--- src/rtl/decode_uop_queue.sv ---
// rtl/decode_uop_queue.sv - decoded-uop FIFO between decoder (de0) and microcode sequencer (de1)
// Flush (nuke or mispredict) empties the queue and holds enqueue off until fetch resumes.
package decode_uop_queue_pkg;
   typedef struct packed {
      logic [15:0] simid;
      logic [31:0] opcode;
   } t_uinstr;

   typedef struct packed {
      logic       valid;
      logic [5:0] rob_id;
   } t_nuke_pkt;

   typedef struct packed {
      logic        valid;
      logic [31:0] target;
   } t_br_mispred_pkt;
endpackage

module decode_uop_queue
   import decode_uop_queue_pkg::*;
#(
   parameter int DEPTH = 4,
   parameter int CNT_W = $clog2(DEPTH + 1)
) (
   input  logic            clk,
   input  logic            reset,
   input  t_nuke_pkt       nuke_rb1,
   input  t_br_mispred_pkt br_mispred_ex0,
   input  logic            resume_fetch_rbx,
   input  logic            valid_de0,
   input  t_uinstr         uinstr_de0,
   output logic            decode_ready_de0,
   output logic            valid_de1,
   output t_uinstr         uinstr_de1,
   input  logic            ucode_ready_uc0,
   output logic [CNT_W-1:0] occupancy
);
   localparam int PTR_W = $clog2(DEPTH);
   localparam logic [CNT_W-1:0] DEPTH_C = CNT_W'(DEPTH);
   localparam logic [0:0] Q_RUN      = 1'b0;
   localparam logic [0:0] Q_WAIT_RSM = 1'b1;

   logic [0:0]       fsm;
   logic [PTR_W-1:0] rd_ptr;
   logic [PTR_W-1:0] wr_ptr;
   t_uinstr          storage [DEPTH];
   logic             flush;
   logic             enq;
   logic             deq;
   logic             unused_pkt_bits;

   assign unused_pkt_bits = ^{nuke_rb1.rob_id, br_mispred_ex0.target};

   assign flush            = nuke_rb1.valid | br_mispred_ex0.valid;
   // Full is judged on current occupancy, so a same-cycle dequeue never frees a slot early.
   assign decode_ready_de0 = (fsm == Q_RUN) & (occupancy < DEPTH_C) & ~flush;
   assign valid_de1        = (occupancy != '0);
   assign uinstr_de1       = storage[rd_ptr];
   assign enq              = valid_de0 & decode_ready_de0;
   assign deq              = valid_de1 & ucode_ready_uc0;

   always_ff @(posedge clk or posedge reset) begin
      if (reset) begin
         fsm       <= Q_RUN;
         rd_ptr    <= '0;
         wr_ptr    <= '0;
         occupancy <= '0;
         for (int i = 0; i < DEPTH; i++) storage[i] <= '0;
      end else if (flush) begin
         // Everything buffered is younger than the flush point, so all of it goes.
         fsm       <= Q_WAIT_RSM;
         rd_ptr    <= '0;
         wr_ptr    <= '0;
         occupancy <= '0;
      end else begin
         if (fsm == Q_WAIT_RSM && resume_fetch_rbx) fsm <= Q_RUN;
         if (enq) begin
            storage[wr_ptr] <= uinstr_de0;
            wr_ptr          <= wr_ptr + 1'b1;
         end
         if (deq) rd_ptr <= rd_ptr + 1'b1;
         case ({enq, deq})
            2'b10:   occupancy <= occupancy + 1'b1;
            2'b01:   occupancy <= occupancy - 1'b1;
            default: occupancy <= occupancy;
         endcase
      end
   end

`ifdef SIMULATION
   always @(posedge clk) begin
      if (!reset && enq) $display("%t decode_uop_queue enq simid=%0d", $time, uinstr_de0.simid);
      if (!reset && deq) $display("%t decode_uop_queue deq simid=%0d", $time, uinstr_de1.simid);
   end
`endif

`ifndef SYNTHESIS
   a_occ_bound: assert property (@(posedge clk) disable iff (reset) occupancy <= DEPTH_C);
   a_no_enq_full: assert property (@(posedge clk) disable iff (reset) enq |-> (occupancy < DEPTH_C));
   a_head_stable: assert property (@(posedge clk) disable iff (reset)
      (valid_de1 & ~ucode_ready_uc0 & ~flush) |=> $stable(uinstr_de1));
`endif
endmodule
--- config.mk ---
export PLATFORM = sky130hd
export DESIGN_NAME = decode_uop_queue
export DESIGN_NICKNAME = d
export VERILOG_FILES = /design/src/rtl/decode_uop_queue.sv
export SDC_FILE = /design/constraint.sdc
export NUM_CORES = 1
export LEC_CHECK = 0
export CORE_MARGIN = 2
export CORE_UTILIZATION = 50
export DETAILED_ROUTE_END_ITERATION = 8
export PLACE_DENSITY = 0.75
export SLEW_MARGIN = 40
export SYNTH_ARGS = -nofsm -noshare
export SYNTH_HDL_FRONTEND = slang
export SYNTH_SLANG_ARGS = --single-unit
--- constraint.sdc ---
create_clock -name clk -period 8.1 [get_ports clk]
set_input_delay 0.81 -clock clk [delete_from_list [all_inputs] [get_ports clk]]
set_output_delay 0.81 -clock clk [all_outputs]
set_load 0.05 [all_outputs]
== Yosys cells after proc, flatten, opt, wreduce, memory -nomap -nowiden ==
Cells that the tools add are included.

* Flip-flop bits (word level): 200
* Bits in latches: 0
* RAM bits: 0
* Bits in read-only memories: 0
* Bits of input ports: 93
* Word-level logic and storage cells: 53
* Memories: 0

* $add $sub $neg: 4
* Multiply operators: 0
* Divide/modulo/power cells: 0
* Magnitude comparators: 4
* Equal/unequal tests: 2
* Shift-type cells: 0
* Muxes and demuxes: 14
* Bitwise gates (word level): 9
* Reduce and logical (&&, ||, !) cells: 8

{| class="wikitable"
|+ Operators with widths
! kind !! number
|-
| 192-bit bitwise mux || 1
|-
| 48-bit two-way mux || 3
|-
| 48-bit binary-select mux with 2-bit select || 1
|-
| 48-bit demux with 2-bit select || 1
|-
| 2-bit two-way mux || 4
|-
| 3-bit >= comparator (second input constant) || 2
|-
| 2-bit inverter with 3-bit output || 2
|-
| 3-bit one-hot mux with 2 select lines || 1
|-
| 2-bit nonzero test || 3
|-
| 3-bit nonzero test || 2
|-
| 2-bit by 1-bit adder with 2-bit output (second input constant) || 2
|-
| 1-bit bitwise AND || 4
|-
| 3-bit by 1-bit adder with 3-bit output (second input constant) || 1
|-
| 3-bit by 1-bit less-than comparator with 1-bit output (second input constant) || 1
|-
| 3-bit less-than comparator (second input constant) || 1
|-
| 3-bit two-way mux || 1
|-
| 3-bit by 1-bit subtractor with 3-bit output (second input constant) || 1
|-
| 2-bit by 1-bit equality test with 1-bit output (second input constant) || 1
|-
| 2-bit equality test (second input constant) || 1
|-
| 1-bit logical AND || 2
|-
| 1-bit two-way mux || 2
|-
| 1-bit inverter || 2
|-
| 2-bit AND reduction || 1
|-
| 1-bit bitwise OR || 1
|}

== Longest topological paths before layout ==
Gate-level depths: netlist of the first run.

* Depth in word-level cells: 7
* Gate-level depth with buffers: 6

== Least setup slack after synthesis of the first run ==
Ideal clock, no wire load.

* Path type: in2reg
* From: in br_mispred_ex0[32] (netlist name)
* To: reg occupancy[2]
* Library setup time: 0.079 ns
* Arrival time: 2.622 ns
* Required time: 8.021 ns
* Path slack: 5.399 ns
* Stages: 5
* Path buffers: 0
* Path through: nor4_4 a21oi_1 fa_1 mux2i_1 mux2i_1

* Word-level cells in the longest chain between the ends: 7
* Elaborated cells between the ends (all ways): 9
* Classes of those cells: 2 x eq/ne; 2 x mux; 4 x bitwise; 1 x reduce/logical

{| class="wikitable"
|+ RTL lines
! what !! line !! text
|-
| start, declared || 29 || <nowiki>input t_br_mispred_pkt br_mispred_ex0,</nowiki>
|-
| 1-bit bitwise OR (*) || 55 || <nowiki>assign flush = nuke_rb1.valid | br_mispred_ex0.valid;</nowiki>
|-
| 1-bit inverter (no line) || n/a ||
|-
| 1-bit bitwise AND || 57 || <nowiki>assign decode_ready_de0 = (fsm == Q_RUN) & (occupancy < DEPTH_C) & ~flush;</nowiki>
|-
| 1-bit bitwise AND || 60 || <nowiki>assign enq = valid_de0 & decode_ready_de0;</nowiki>
|-
| 2-bit by 1-bit equality test with 1-bit output / 2-bit equality test (equally long branches) || 83 || <nowiki>case ({enq, deq})</nowiki>
|-
| 3-bit one-hot mux with 2 select lines || 83 ||
|-
| 3-bit two-way mux || 70 || <nowiki>end else if (flush) begin</nowiki>
|-
| end signal, assigned || 84 || <nowiki>2'b10: occupancy <= occupancy + 1'b1;</nowiki>
|-
| end signal, assigned || 85 || <nowiki>2'b01: occupancy <= occupancy - 1'b1;</nowiki>
|-
| end signal, assigned || 86 || <nowiki>default: occupancy <= occupancy;</nowiki>
|-
| end, declared || 37 || <nowiki>output logic [CNT_W-1:0] occupancy</nowiki>
|}

Mark *: on every way between the ends. The rest lies on a longest branch, timed or not.
A chain may end at the register's enable or synchronous reset.

==> results of run 1 <==
[per-layer routing]
metal  up-vias  track usage  wire [um]
met5         -            0          0
met4         0       0.0617        213
met3        18       0.0559        914
met2       104        0.337       9510
met1      2560        0.250       7780
li1       2112            -          -
[worst reg2reg max path: stages (launching register included)]
cell and delay [ns]:
dfrtp_1 0.47, nor4_4 0.41, and2_4 0.36, nand2_8 0.35, mux2_4 0.44
[sequential cells by signal, summed over array words and instances (netlist names)]
signal,count
storage,192
wr_ptr,2
occupancy,3
fsm,1
rd_ptr,2
[final timing paths]
path | startpoint | to | cells past startpoint
max | rd_ptr[1] | uinstr_de1[2] | 3
min | storage[183] | storage[183] | 1
max reg2reg | occupancy[2] | storage[102] | 4
min reg2reg | storage[183] | storage[183] | 1
max in group asynchronous | reset | storage[150] | 3
min in group asynchronous | reset | storage[110] | 2
[report_power, final]
group	switching (mW)	total, mW	leakage [nW]	internal, mW
clock	0.369	0.848	0.282	0.479
combinational	0.285	0.499	2.24	0.214
sequential	0.0303	1.08	2.73	1.05
[cells in the final DEF, fill, tap and decap left out, types with 3 or more instances in the layout]
cell type / synthesis / routed
dfrtp_1: 200 / 198
mux2_2: 112 / 112
clkdlybuf4s50_1: 0 / 107
mux2_4: 80 / 80
mux4_2: 48 / 48
clkbuf_16: 0 / 17
nand2_1: 6 / 6
nand2_8: 0 / 4
ha_1: 4 / 4
clkbuf_8: 0 / 4
inv_1: 4 / 3
or3_1: 3 / 3
o21ai_0: 3 / 3
clkinvlp_4: 0 / 3
[stage by stage]
| step | cells | worst slack, ns |
|---|---|---|
| final | 854 | 4.39 |
| after floorplan | 514 | 1.84 |
| after CTS | 854 | 4.36 |
| after global placement | 821 | 4.65 |
| after detailed placement | 823 | 4.60 |
| after global routing | 854 | 4.32 |
[final cells by class]
cell class	count	area, sq um	area share
well taps	229	287	0.0262
flip-flops and latches	200	5010	0.458
multi-input cells	279	3890	0.356
clock buffers	21	470	0.0430
clock inverters	10	119	0.0109
inverters	4	27.5	0.00252
repair buffers	111	1130	0.104
[cell families after synthesis]
family,share of synthesized area
AOI/OAI and AO/OA,0.00564
DFF,0.550
and+or+nand+nor,0.0168
muxes,0.392
xor gates and xnor gates,0.00193
buffers and inverters,0.0261
adders and majority gates,0.00770
==> out/results.txt, run 1 <==
pin count of the biggest net entering global routing: 118
Skew-Pair Late Insertion Delay: 0.43 ns
Hold-fix buffers, CTS: 0
Root Driver: clkbuf_16
First-pass DRT Iterations: 4
count leader, synth: dfrtp_1
share of cells above drive strength 1: 0.453
Max Clk Rate: 0.270 GHz
Post-CTS Setup Inserts: 0
core area: 0.0179 sq mm
Worst Path Arrival: 2.90 ns
io pins: 146
clk_skew: 0.00922 ns
cell row count: 49
worst slew pin tran: 0.678 ns
Yosys reg bits: 200
power consumption: 2.43 mW
detailed placement HPWL: 11000 um
top cell type's share of synthesized area: 0.550
CTS Buf Count: 17
crit share post-route: 0.458
Slowest cell on crit path: dfrtp_2
via count: 4794
register area share after synthesis: 0.550
Synth warnings: 0
first-pass GRT wire length: 29800 um
slew margin rel.: 0.548
status: finished clean
Post-synth EDFFs: 0
leading cell types by count after synthesis: 200 x dfrtp_1, 112 x mux2_2, 80 x mux2_4, 48 x mux4_2, 13 x buf_2
kind of critical path: flop to output port
CTS tree: yes
Worst path top cell family by delay: buffers and inverters
VDD IR max: 0.000180 V
nets@finish: 711
CTS clk-pin slew, worst paths: 0.07 ns
Synth cell types: 28
dpl cell area: 0.0103 sq mm
Worst Path Max Fanout: 27
Max Cap Violations: 0
synthesized area: 0.00910 sq mm
Final Hold Viols: 0
CP required: 7.29 ns
DR WL/cell: 21.6 um
final core utilization: 0.611
fillcell total: 1302
slowest stage delay, CP: 0.79 ns
clk buf depth: 2
Die W: 139 um
antenna-violating nets left: 0
Final min period: 3.71 ns
Syn Area/Cell: 17.7 sq um
GRT overflow: 0
hold crit path type: flop to flop
gr usage total: 0.199
drt initial violations: 241
Post-Layout Inst Area: 0.0109 sq mm
total negative slack: 0 ns
initial antenna violation count: 0
final count of pins violating max slew: 0
ANT cells: 0
FF-to-FF setup slack: 5.94 ns
Port Buffers: 107
Crit. End Element: output port
PwrDens: 222 mW/mm^2
unrepaired setup endpoints after global routing: no
Area contributors post-synth: dfrtp_1 55%, mux2_2 14%, mux2_4 13%
H-tree Lvls: 4
area grow syn2layout: 20.2%
die area: 0.0193 sq mm
Hold WS: 0.502 ns
vias in the first global route: 5524
setup violators final: 0
Buf+Inv Stages, Crit Path: 2
crit start category: flop
DRC: 0
Post-Route WL: 18400 um
post-synthesis cell count: 514
Main synth FF type: dfrtp_1
CTS sink count: 200
Synth Net Count: 612
# resized after CTS: 0
worst-path cell chain: buf_4 > mux4_2 > clkdlybuf4s50_1
leakage power: 5.24 nW
Async SR Flop Fraction: 1.00
gp weighted congestion: 0.708
initial core utilization: 0.508
die height: 139 um
vias per std cell: 5.61
largest area contributor in the netlist: dfrtp_1
Power figures use the tool's default switching activity.
==> inputs of run 2 (changes only) <==
==> constraint.sdc (replaced) <==
create_clock -name clk -period 3.6 [get_ports clk]
set_input_delay 0.36 -clock clk [delete_from_list [all_inputs] [get_ports clk]]
set_output_delay 0.36 -clock clk [all_outputs]
set_load 0.05 [all_outputs]
==> out/results.txt, run 2 (same netlist as run 1, synthesis figures left out) <==
kind of critical path: flop to output port
fillcell total: 1313 (+0.84%)
GRT overflow: 0 (unchanged)
slew margin rel.: 0.626 (+0.0783)
Root Driver: clkbuf_16
Crit. End Element: output port
initial core utilization: 0.508 (unchanged)
Final Non-Filler Cells: 858 (+0.47%)
via count: 4791 (-0.063%)
Die W: 139 um (unchanged)
Slowest cell on crit path: clkdlybuf4s50_1
max reg flops: 192 (unchanged)
CTS sink count: 200 (unchanged)
worst reg-to-reg path cell count: 4 (unchanged)
hold crit path type: primary input to async pin
DRC: 0 (unchanged)
setup violators final: 0 (unchanged)
initial antenna violation count: 0 (unchanged)
gr usage total: 0.195 (-0.00418)
H-tree Lvls: 4 (unchanged)
total negative slack: 0 ns (unchanged)
Worst Path Max Fanout: 26 (-3.7%)
status: finished clean
area grow syn2layout: 19.8%
footprint of the multi-input gates: 0.00389 sq mm (unchanged)
dpl cell area: 0.0103 sq mm (about the same)
vias in the first global route: 5431 (-1.7%)
Post-Route WL: 17900 um (-2.6%)
clk_skew: 0.00905 ns (-0.000168 ns)
Port Buffers: 107 (unchanged)
power consumption: 5.30 mW (+120%)
antenna-violating nets left: 0 (unchanged)
pin count of the biggest net entering global routing: 157 (+33%)
detailed placement HPWL: 10700 um (-3.2%)
first-pass GRT wire length: 29200 um (-1.9%)
Seq. cell area: 0.00501 sq mm (unchanged)
slowest stage delay, CP: 0.75 ns (-0.04 ns)
nets@finish: 714 (+0.42%)
drt initial violations: 222 (-7.9%)
Worst Path Arrival: 2.69 ns (-0.21 ns)
VDD IR max: 0.000374 V (+110%)
Hold-fix buffers, CTS: 0 (unchanged)
Final min period: 3.05 ns
Max Clk Rate: 0.328 GHz
Worst path top cell family by delay: buffers and inverters
PwrDens: 486 mW/mm^2 (+120%)
crit share post-route: 0.846
leading cell type in the layout, fill and taps excluded: dfrtp_1
commonest non-fill, non-tap cells in the layout: 198 x dfrtp_1, 112 x mux2_2, 107 x clkdlybuf4s50_1, 80 x mux2_4, 48 x mux4_2
CTS tree: yes
ANT cells: 0 (unchanged)
biggest registers after layout: storage (192), occupancy (3)
io pins: 146 (unchanged)
Final Hold Viols: 0 (unchanged)
cell row count: 49 (unchanged)
worst slew pin tran: 0.559 ns (-0.119 ns)
unrepaired setup endpoints after global routing: no
core area: 0.0179 sq mm (unchanged)
clk buf depth: 2 (unchanged)
# resized after CTS: 0 (unchanged)
Post-CTS Setup Inserts: 0 (unchanged)
share of cells above drive strength 1: 0.455 (+0.00189)
final core utilization: 0.609 (-0.00182)
final count of pins violating max slew: 0 (unchanged)
leakage power: 5.22 nW (-0.37%)
die area: 0.0193 sq mm (unchanged)
Skew-Pair Late Insertion Delay: 0.43 ns (about the same)
First-pass DRT Iterations: 4 (unchanged)
crit start category: flop
gp weighted congestion: 0.713 (+0.58%)
worst-path cell chain: buf_12 > mux4_2 > clkdlybuf4s50_1
die height: 139 um (unchanged)
critical path depth: 3 (unchanged)
Top reg by flops: storage
Buf+Inv Stages, Crit Path: 2 (unchanged)
DR WL/cell: 20.9 um (-3.0%)
CTS Buf Count: 17 (unchanged)
CTS clk-pin slew, worst paths: 0.08 ns (about the same)
CP required: 3.24 ns (-4.05 ns)
placed cells: 825 (+0.24%)
Max Cap Violations: 0 (unchanged)
Post-Layout Inst Area: 0.0109 sq mm (-0.30%)
vias per std cell: 5.58 (-0.53%)
==> run 2: cell count changes in the layout (fill, tap and decap cells not counted), moves of 2 or more <==
| cell | change |
|---|---|
| clkbuf_8 | -4 |
| buf_4 | +3 |
| clkinvlp_4 | +3 |
| bufinv_16 | -2 |
| inv_6 | +2 |
==> run 2: layer usage <==
metal / track usage / up-vias / wire length [um]
li1: - / 2116 / -
met1: 0.257 / 2572 / 7920
met5: 0 / - / 0
met2: 0.323 / 91 / 9090
met3: 0.0590 / 12 / 821
met4: 0.0409 / 0 / 114
==> run 2: worst paths after layout <==
kind	slack, ns	startpoint	endpoint
max	0.55	rd_ptr[0]	uinstr_de1[31]
min	0.36	reset	storage[87]
max reg2reg	1.51	occupancy[2]	storage[59]
min reg2reg	0.50	storage[156]	storage[156]
max in group asynchronous	2.42	reset	rd_ptr[0]
min in group clk	0.49	resume_fetch_rbx	fsm
==> run 2: final cells by class <==
class                      instances  area share
clock buffer                      19      0.0397
clock inverter                    13     0.00884
inverter                           4     0.00172
multi-input combinational        279       0.357
sequential                       200       0.459
tap                              229      0.0263
timing repair buffer             114       0.107
==> run 2: worst reg2reg max path, delay by kind of cell (launching register included) <==
| kind | cells | cell delay [ns] |
|---|---|---|
| AND/OR/NAND/NOR | 3 | 1.06 |
| flip-flops | 1 | 0.47 |
| multiplexers | 1 | 0.44 |
==> run 2: power breakdown <==
group | total (mW) | internal, mW | switching (mW)
combinational | 1.12 | 0.485 | 0.639
sequential | 2.44 | 2.37 | 0.0662
clock | 1.74 | 0.889 | 0.846
total | 5.30 | 3.75 | 1.55
==> run 2: through the flow <==
step | hold WS [ns] | setup slack, ns
after floorplan | 0.431 | 0.652
after global placement | 0.481 | 0.856
after detailed placement | 0.490 | 0.967
after CTS | 0.472 | 0.501
after global routing | 0.374 | 0.432
final | 0.359 | 0.554
==> inputs of run 3 (changes only) <==
==> constraint.sdc (replaced) <==
create_clock -name clk -period 3.1 [get_ports clk]
set_input_delay 0.31 -clock clk [delete_from_list [all_inputs] [get_ports clk]]
set_output_delay 0.31 -clock clk [all_outputs]
set_load 0.05 [all_outputs]
==> out/results.txt, run 3 (same netlist as run 1, synthesis figures left out) <==
WL met3: 798 um (-2.8%)
die height: 139 um (unchanged)
gr usage total: 0.202 (+0.00726)
Post-CTS Setup Inserts: 0 (unchanged)
gp weighted congestion: 0.705 (-1.0%)
Skew-Pair Late Insertion Delay: 0.43 ns (about the same)
DRC: 0 (unchanged)
Worst Path Max Fanout: 25 (-3.8%)
core area: 0.0179 sq mm (unchanged)
vias per std cell: 5.53 (-0.96%)
Seq. cell area: 0.00501 sq mm (unchanged)
initial core utilization: 0.508 (unchanged)
VDD IR max: 0.000493 V (+32%)
First-pass DRT Iterations: 4 (unchanged)
Hold-fix buffers, CTS: 0 (unchanged)
final core utilization: 0.619 (+0.00986)
Max Cap Violations: 0 (unchanged)
clock share of power: 0.340 (+0.012)
crit share post-route: 0.934
register share of total power: 0.450 (-0.010)
antenna-violating nets left: 0 (unchanged)
nets@finish: 729 (+2.1%)
fillcell total: 1306 (-0.53%)
slew margin rel.: 0.614 (-0.0125)
CTS sink count: 200 (unchanged)
Die W: 139 um (unchanged)
setup violators final: 0 (unchanged)
drt initial violations: 140 (-37%)
leading cell type in the layout, fill and taps excluded: dfrtp_1
Worst Path Arrival: 2.59 ns (-0.10 ns)
detailed placement HPWL: 11800 um (+11%)
clk buf depth: 2 (unchanged)
Post-Route WL: 18400 um (+2.4%)
worst slew pin tran: 0.578 ns (+0.0187 ns)
biggest registers after layout: storage (192), occupancy (3)
R2R Path Start: occupancy[2]
switch share: 0.298 (+0.00508)
PwrDens: 568 mW/mm^2 (+17%)
Port Buffers: 107 (unchanged)
Sw Pwr: 1.87 mW (+21%)
Max Clk Rate: 0.345 GHz
die area: 0.0193 sq mm (unchanged)
CTS tree: yes
CP required: 2.79 ns (-0.45 ns)
hold crit path type: primary input to async pin
Final min period: 2.90 ns
dpl cell area: 0.0105 sq mm (+1.5%)
H-tree Lvls: 4 (unchanged)
# resized after CTS: 0 (unchanged)
Top reg by flops: storage
met2 wire len: 9280 um (+2.1%)
top routing layer used: met4
vias in the first global route: 5634 (+3.7%)
DR WL/cell: 21.0 um (+0.60%)
FF-to-FF setup slack: 1.17 ns (-0.34 ns)
power consumption: 6.29 mW (+19%)
footprint of the multi-input gates: 0.00385 sq mm (-0.90%)
Pint: 4.42 mW (+18%)
clk_skew: 0.0102 ns (+0.00117 ns)
Root Driver: clkbuf_16
pin count of the biggest net entering global routing: 41 (-74%)
GRT overflow: 0 (unchanged)
Post-Layout Inst Area: 0.0111 sq mm (+1.6%)
initial antenna violation count: 0 (unchanged)
share of cells above drive strength 1: 0.470 (+0.0158)
via count: 4828 (+0.77%)
io pins: 146 (unchanged)
kind of critical path: flop to output port
Hold WS: 0.250 ns (-0.109 ns)
cell row count: 49 (unchanged)
first-pass GRT wire length: 30300 um (+3.7%)
CTS clk-pin slew, worst paths: 0.08 ns (about the same)
Logic pwr share: 0.210 (-0.002)
ANT cells: 0 (unchanged)
crit start category: flop
final count of pins violating max slew: 0 (unchanged)
Crit. End Element: output port
Reg2Reg Capture Point: occupancy[2]
area grow syn2layout: 21.8%
total negative slack: 0 ns (unchanged)
worst reg-to-reg path cell count: 5 (+1)
Final Hold Viols: 0 (unchanged)
leakage power: 5.39 nW (+3.1%)
unrepaired setup endpoints after global routing: no
status: finished clean
max reg flops: 192 (unchanged)
commonest non-fill, non-tap cells in the layout: 198 x dfrtp_1, 112 x mux2_2, 107 x clkdlybuf4s50_1, 80 x mux2_4, 48 x mux4_2
CTS Buf Count: 17 (unchanged)
WL met1: 8050 um (+1.6%)
==> run 3: layout make-up <==
type                            count  share of cell area
Clock buffer                       18              0.0396
Timing Repair Buffer              129               0.121
Tap cell                          229              0.0259
Clock inverter                     14              0.0121
Multi-Input combinational cell    279               0.348
Sequential cell                   200               0.452
Inverter                            4             0.00169
==> run 3: metrics by stage <==
stage	setup WS [ns]	cells
2_1_floorplan	0.202	514
3_3_place_gp	0.647	840
3_5_place_dp	0.645	841
4_1_cts	0.158	873
5_1_grt	0.102	873
6_report	0.204	873
==> run 3: routing by layer <==
| metal | vias up | track usage |
|---|---|---|
| met4 | 0 | 0.0638 |
| met3 | 18 | 0.0518 |
| met2 | 91 | 0.342 |
| met1 | 2570 | 0.257 |
| li1 | 2149 | - |
| met5 | - | 0 |
==> run 3: worst max-delay path, stage by stage, from the launching register on <==
cell and delay, ns:
dfrtp_4 0.57, buf_12 0.26, mux4_2 0.54, clkdlybuf4s50_1 0.73
==> run 3: worst max path at each step <==
| stage | startpoint | to | slack [ns] | cells after the start |
|---|---|---|---|---|
| 2_1_floorplan | reset | fsm | 0.20 | 1 |
| 3_3_place_gp | rd_ptr[0] | uinstr_de1[10] | 0.65 | 3 |
| 3_5_place_dp | rd_ptr[0] | uinstr_de1[44] | 0.64 | 3 |
| 4_1_cts | rd_ptr[0] | uinstr_de1[44] | 0.16 | 3 |
| 5_1_grt | rd_ptr[0] | uinstr_de1[1] | 0.10 | 3 |
| 6_report | rd_ptr[0] | uinstr_de1[44] | 0.20 | 3 |
==> run 3: power by group through the flow <==
| stage | clock network (mW) | logic [mW] | registers (mW) |
|---|---|---|---|
| after detailed placement | 0 | 1.33 | 2.88 |
| after global routing | 2.32 | 1.38 | 2.85 |
| after global placement | 0 | 1.30 | 2.86 |
| final | 2.14 | 1.32 | 2.83 |
| after CTS | 2.20 | 1.33 | 2.83 |
| after floorplan | 0 | 0.884 | 2.85 |
